**src/rtl/decoder_scan_pkg.sv**
```systemverilog
// Shared types and helpers for the scanning N-to-2^N decoder.
package decoder_scan_pkg;

  typedef enum logic [1:0] {
    ST_IDLE = 2'd0,
    ST_SCAN = 2'd1,
    ST_FIN  = 2'd2
  } state_t;

  localparam logic MODE_DIRECT = 1'b0;
  localparam logic MODE_SCAN   = 1'b1;

  function automatic int out_width(input int n);
    return 32'sd1 << n;
  endfunction

endpackage

```
**src/rtl/decoder_nx2n.sv**
```systemverilog
// Purely combinational N-to-2^N one-hot decoder.
module decoder_nx2n
  import decoder_scan_pkg::*;
#(
  parameter int N = 4
) (
  input  logic [N-1:0]            sel,
  output logic [out_width(N)-1:0] onehot
);

  // Single bit set at the position given by sel.
  always_comb begin
    onehot      = '0;
    onehot[sel] = 1'b1;
  end

endmodule

```
**src/rtl/decoder_scan_nx2n.sv**
```systemverilog
// Registered N-to-2^N decoder with direct-load and autonomous scan modes.
// Define DECODER_ACTIVE_LOW_EN to drive D one-cold (inactive value all-ones).
module decoder_scan_nx2n
  import decoder_scan_pkg::*;
#(
  parameter int N  = 4,
  parameter int DW = 4
) (
  input  logic                    CLK,
  input  logic                    RST,
  input  logic                    MODE,
  input  logic [N-1:0]            I,
  input  logic                    LOAD,
  input  logic                    START,
  input  logic                    ABORT,
  input  logic                    EN,
  input  logic [DW-1:0]           DWELL,
  output logic [out_width(N)-1:0] D,
  output logic [N-1:0]            CODE,
  output logic                    BUSY,
  output logic                    DONE
);

  localparam int W = out_width(N);
  localparam logic [N-1:0] CODE_MAX = {N{1'b1}};
`ifdef DECODER_ACTIVE_LOW_EN
  localparam logic [W-1:0] D_OFF = {W{1'b1}};
`else
  localparam logic [W-1:0] D_OFF = {W{1'b0}};
`endif

  state_t         state_r;
  logic [N-1:0]   code_r;
  logic [N-1:0]   code_nxt_s;
  logic [W-1:0]   dec_s;
  logic [W-1:0]   d_r;
  logic [DW-1:0]  dwell_r;
  logic [DW-1:0]  cnt_r;
  logic           busy_r;
  logic           done_r;
  logic           shown_r;
  logic           en_q_r;
  logic           shown_nxt_s;
  logic           dwell_hit_s;

  function automatic logic [W-1:0] drive_d(input logic on, input logic [W-1:0] sel);
`ifdef DECODER_ACTIVE_LOW_EN
    return on ? ~sel : D_OFF;
`else
    return on ? sel : D_OFF;
`endif
  endfunction

  assign dwell_hit_s = (cnt_r == dwell_r);
  // A rising EN in IDLE re-exposes the held code even without a LOAD.
  assign shown_nxt_s = shown_r | (EN & ~en_q_r);

  // Code that will be held after the coming edge; fed to the decoder.
  always_comb begin
    code_nxt_s = code_r;
    case (state_r)
      ST_IDLE: begin
        if (LOAD && (MODE == MODE_DIRECT)) begin
          code_nxt_s = I;
        end else if (START && (MODE == MODE_SCAN)) begin
          code_nxt_s = {N{1'b0}};
        end else begin
          code_nxt_s = code_r;
        end
      end
      ST_SCAN: begin
        if (!ABORT && dwell_hit_s && (code_r != CODE_MAX)) begin
          code_nxt_s = code_r + N'(1);
        end else begin
          code_nxt_s = code_r;
        end
      end
      default: code_nxt_s = code_r;
    endcase
  end

  decoder_nx2n #(.N(N)) u_dec (
    .sel    (code_nxt_s),
    .onehot (dec_s)
  );

  // Control FSM with all outputs registered.
  always_ff @(posedge CLK) begin
    if (RST) begin
      state_r <= ST_IDLE;
      code_r  <= {N{1'b0}};
      d_r     <= D_OFF;
      dwell_r <= {DW{1'b0}};
      cnt_r   <= {DW{1'b0}};
      busy_r  <= 1'b0;
      done_r  <= 1'b0;
      shown_r <= 1'b0;
      en_q_r  <= 1'b1;
    end else begin
      en_q_r <= EN;
      code_r <= code_nxt_s;
      case (state_r)
        ST_IDLE: begin
          done_r <= 1'b0;
          if (LOAD && (MODE == MODE_DIRECT)) begin
            shown_r <= 1'b1;
            d_r     <= drive_d(EN, dec_s);
          end else if (START && (MODE == MODE_SCAN)) begin
            state_r <= ST_SCAN;
            busy_r  <= 1'b1;
            dwell_r <= DWELL;
            cnt_r   <= {DW{1'b0}};
            shown_r <= 1'b1;
            d_r     <= drive_d(EN, dec_s);
          end else begin
            shown_r <= shown_nxt_s;
            d_r     <= drive_d(EN & shown_nxt_s, dec_s);
          end
        end
        ST_SCAN: begin
          if (ABORT) begin
            state_r <= ST_IDLE;
            busy_r  <= 1'b0;
            cnt_r   <= {DW{1'b0}};
            shown_r <= 1'b0;
            d_r     <= D_OFF;
          end else if (dwell_hit_s && (code_r == CODE_MAX)) begin
            state_r <= ST_FIN;
            busy_r  <= 1'b0;
            done_r  <= 1'b1;
            cnt_r   <= {DW{1'b0}};
            shown_r <= 1'b0;
            d_r     <= D_OFF;
          end else if (dwell_hit_s) begin
            cnt_r <= {DW{1'b0}};
            d_r   <= drive_d(EN, dec_s);
          end else begin
            cnt_r <= cnt_r + DW'(1);
            d_r   <= drive_d(EN, dec_s);
          end
        end
        ST_FIN: begin
          state_r <= ST_IDLE;
          done_r  <= 1'b0;
          d_r     <= D_OFF;
        end
        default: begin
          state_r <= ST_IDLE;
          busy_r  <= 1'b0;
          done_r  <= 1'b0;
          shown_r <= 1'b0;
          d_r     <= D_OFF;
        end
      endcase
    end
  end

  assign D    = d_r;
  assign CODE = code_r;
  assign BUSY = busy_r;
  assign DONE = done_r;

endmodule

```
**config.mk**
```make
export PLATFORM = sky130hd
export DESIGN_NAME = decoder_scan_nx2n
export DESIGN_NICKNAME = d
export VERILOG_FILES = /design/src/rtl/decoder_scan_pkg.sv /design/src/rtl/decoder_nx2n.sv /design/src/rtl/decoder_scan_nx2n.sv
export SDC_FILE = /design/constraint.sdc
export NUM_CORES = 1
export LEC_CHECK = 0
export CAP_MARGIN = 15
export CORE_ASPECT_RATIO = 0.9
export CORE_MARGIN = 2
export CORE_UTILIZATION = 40
export CTS_CLUSTER_SIZE = 30
export DETAILED_ROUTE_END_ITERATION = 8
export GPL_ROUTABILITY_DRIVEN = 1
export GPL_TIMING_DRIVEN = 0
export HOLD_SLACK_MARGIN = 0.12
export PLACE_DENSITY_LB_ADDON = 0.15
export SLEW_MARGIN = 10
export SYNTH_ARGS = -nofsm -noshare
export SYNTH_HDL_FRONTEND = slang
export SYNTH_HIERARCHICAL = 1
export SYNTH_SLANG_ARGS = --single-unit
```
**constraint.sdc**
```tcl
create_clock -name CLK -period 2.17 [get_ports CLK]
set_input_delay 0.434 -clock CLK [delete_from_list [all_inputs] [get_ports CLK]]
set_output_delay 0.434 -clock CLK [all_outputs]
set_load 0.1 [all_outputs]
```
==> run metrics <==
most common cell after layout, fill and taps aside dfxtp_1; drt total wl 3964 um; status finished, violations left; DR vias about 1.4k; Tightest Pin Transition 0.9818 ns; Die X a little over 70 um; Final min period between 2 and 2.5 ns; Worst Min Path Start shown_r$_SDFFE_PP0P_; Detailed Route Iter0 Violations 54; main combinational cell family by area after synthesis simple AND/OR/NAND/NOR gates; unrepaired setup endpoints after global routing true; Port-buffer cells 36; final RePlAce weighted congestion roughly 0.9; max_slew headroom 0.3444; synthesized area per cell just under 10 um^2; met3 WL post-DR about 270 um; vias in the first global route about 1.3k; Placement Setup Slack -0.4532 ns; CP Capture Type flop; total track usage 0.1664; XOR/XNOR Fraction of Synth Area 0.03775; Post-synth EDFFs 0; leakage 0.001170 uW; Reg2Reg Depth 9; first-pass GRT wire length 6065 um; f_max between 400 and 500 MHz; Primary FF master, synth dfxtp_1; max incr delay on CP about 0.51 ns; hold depth 2; worst hold path class flop to flop; most frequent CP cell a21o_1; diode count 0; Die Height 64.45 um; Hold Vio Cnt, Final 0; Max Slew Vio Count 0; IO Pins 37; die footprint around 4600 um^2; post-synthesis cell count between 150 and 200; clock buffers created by TritonCTS 5; WS Path Type input pin to flop; Critical Path Fanout Max 10; Hold Path End shown_r$_SDFFE_PP0P_; CTS root buf clkbuf_8; Yosys top cell area share 0.4191; RR Endpoint D[0]$_SDFF_PP0_; DR WL met2 approximately 1900 um; Setup Skew approximately 0.015 ns; Worst-path clk slew about 0.08 ns; wire length on met1 about 1800 um; hold_buf cts 0; Area contributors post-synth dfxtp_1, and2_1, nor4b_2, and4bb_1, mux2i_1; pin count of the biggest net entering global routing 11; Compound-Gate Fraction of Synth Area 0.1156; Max-Cap Viols 0; CP Data Required Time 2.38 ns; initial antenna violation count 0; Final Worst Setup Slack -0.01903 ns; Tcrit/Tclk final 1.009; Core Rows 21; mux contribution to synthesized area 0.03775; most frequent cells in the layout dfxtp_1, clkdlybuf4s50_1, and2_1; Via-to-Cell Ratio about 5.3; Routed WL per cell 14.74 um; DRT antenna net count 0; CP Launch Type input pin; #FFs+latches synth 34; top sig layer met4; endpoints failing setup 5; Clock Tree Buf Depth 2; H-tree depth 2; r2r setup slk approximately 0.02 ns; critical path's slowest cell clkdlybuf4s50_1; final design utilization 0.6374; post-DP HPWL roughly 2500 um; pwr dens between 600 and 700 nW/um^2; CTS tree done; Synth cell types 38; violated checks setup timing; leading area contributor after synthesis dfxtp_1; Synth Area in Adders 0.01541; Warnings, synthesis 6; Final nets 240; DRC viols 0; crit path DAT ~2.4 ns; Synth Cell Area 1624 um^2; critical path cell sequence clkdlybuf4s50_1 > a21oi_2 > a21o_1 > a21o_1 > o21ai_2 > nand3_2 > buf_4 > nor4_2 > and2_1; Initial Utilization 0.4263; Synth Area in Simple Gates 0.3282; remaining global-route overflow 0; Worst-Skew Late Latency about 0.28 ns; syn_nets approximately 190; Max VDD drop roughly 460 uV; layout cells sized above 1 0.2646; sequential area share after synthesis 0.4191; ys async rst share 0; core area 3810 um^2; CTS Sinks 34; drt first pass iters 4; Layout area overhead 49.54%; reg-to-reg startpoint cnt_r[0]$_SDFFE_PP0P_
## layout make-up
cell class	count	area (um^2)
Multi-Input combinational cell	121	978.4
Sequential cell	34	696.9
Inverter	4	15.01
Buffer	9	72.57
Tap cell	46	57.56
Timing Repair Buffer	48	495.5
Fill cell	305	1381
Clock inverter	1	30.03
Clock buffer	6	82.58
## critical path: cells and delay by family
family	cells	cell delay (ns)
compound gates	4	0.74
buf+inv	2	0.71
simple gates	3	0.51
## sequential cells by signal (all words and copies together) (netlist names), 2 cells and up
register / flops
CODE: 4
D: 16
state_r: 2
dwell_r: 4
cnt_r: 4
## cells by family after synthesis
| kind of cell | after synthesis |
|---|---|
| buf+inv | 13 |
| mux | 6 |
| compound gates | 27 |
| simple gates | 79 |
| flops | 34 |
| xor+xnor | 7 |
| fa+ha+maj | 2 |
## where the power goes
part	leakage, uW	switching (uW)	internal (uW)
Sequential	0.000280	13.8	641
Combinational	0.000833	198	159
Clock	0.0000573	223	367
Total	0.00117	434	1170
## per-stage QoR
step | total power [uW] | instances | instance area (um^2) | hold slack, ns | setup TNS, ns
2_1_floorplan | 864.8 | 168 | 1634 | 0.4538 | 0
3_3_place_gp | 938.7 | 250 | 2052 | 0.4719 | -6.340
3_5_place_dp | 942.9 | 250 | 2052 | 0.4783 | -6.634
4_1_cts | 1556 | 265 | 2248 | 0.4894 | 0
5_1_grt | 1667 | 269 | 2429 | 0.5196 | -1.361
6_report | 1602 | 269 | 2429 | 0.4851 | -0.05071
## cells in the mapped netlist (all sizes together) (2+ instances only)
library cell and count:
a21o 3, a21oi 9, a22oi 2, a31oi 3, and2 16, and4 2, and4b 4, and4bb 6
buf 6, clkbuf 3, dfxtp 34, ha 2, inv 4, mux2i 5, nand2 11, nand2b 4
nand3 6, nor2 12, nor2b 3, nor3 5, nor4 2, nor4b 4, o21ai 6, or2 2
xnor2 2, xor2 5
## worst max path at each step
| stage | to | start | depth (start not counted) | slack, ns |
|---|---|---|---|---|
| finish | D[0]$_SDFF_PP0_ | MODE | 9 | -0.02 |
| detailed placement | D[5]$_SDFF_PP0_ | MODE | 9 | -0.45 |
| global route | D[2]$_SDFF_PP0_ | cnt_r[1]$_SDFFE_PP0P_ | 9 | -0.13 |
| floorplan | D[5]$_SDFF_PP0_ | state_r[0]$_SDFFE_PP0P_ | 9 | 0.14 |
| CTS | D[5] | D[5]$_SDFF_PP0_ | 1 | 0.009 |
| global placement | D[5]$_SDFF_PP0_ | MODE | 9 | -0.45 |
## what timing repair did
action / CTS / global route
cloned: 0 / 2
pin swaps: 4 / 10
setup endpoints to repair: 22 / 24
resized for setup: 17 / 34
buffers inserted: 8 / 2
## routing by layer
| layer | up-vias | track usage |
|---|---|---|
| met2 | 48 | 0.2766 |
| li1 | 700 | - |
| met5 | - | 0 |
| met4 | 0 | 0.04245 |
| met1 | 659 | 0.2137 |
| met3 | 6 | 0.04510 |
(Power assumes the default switching activity.)
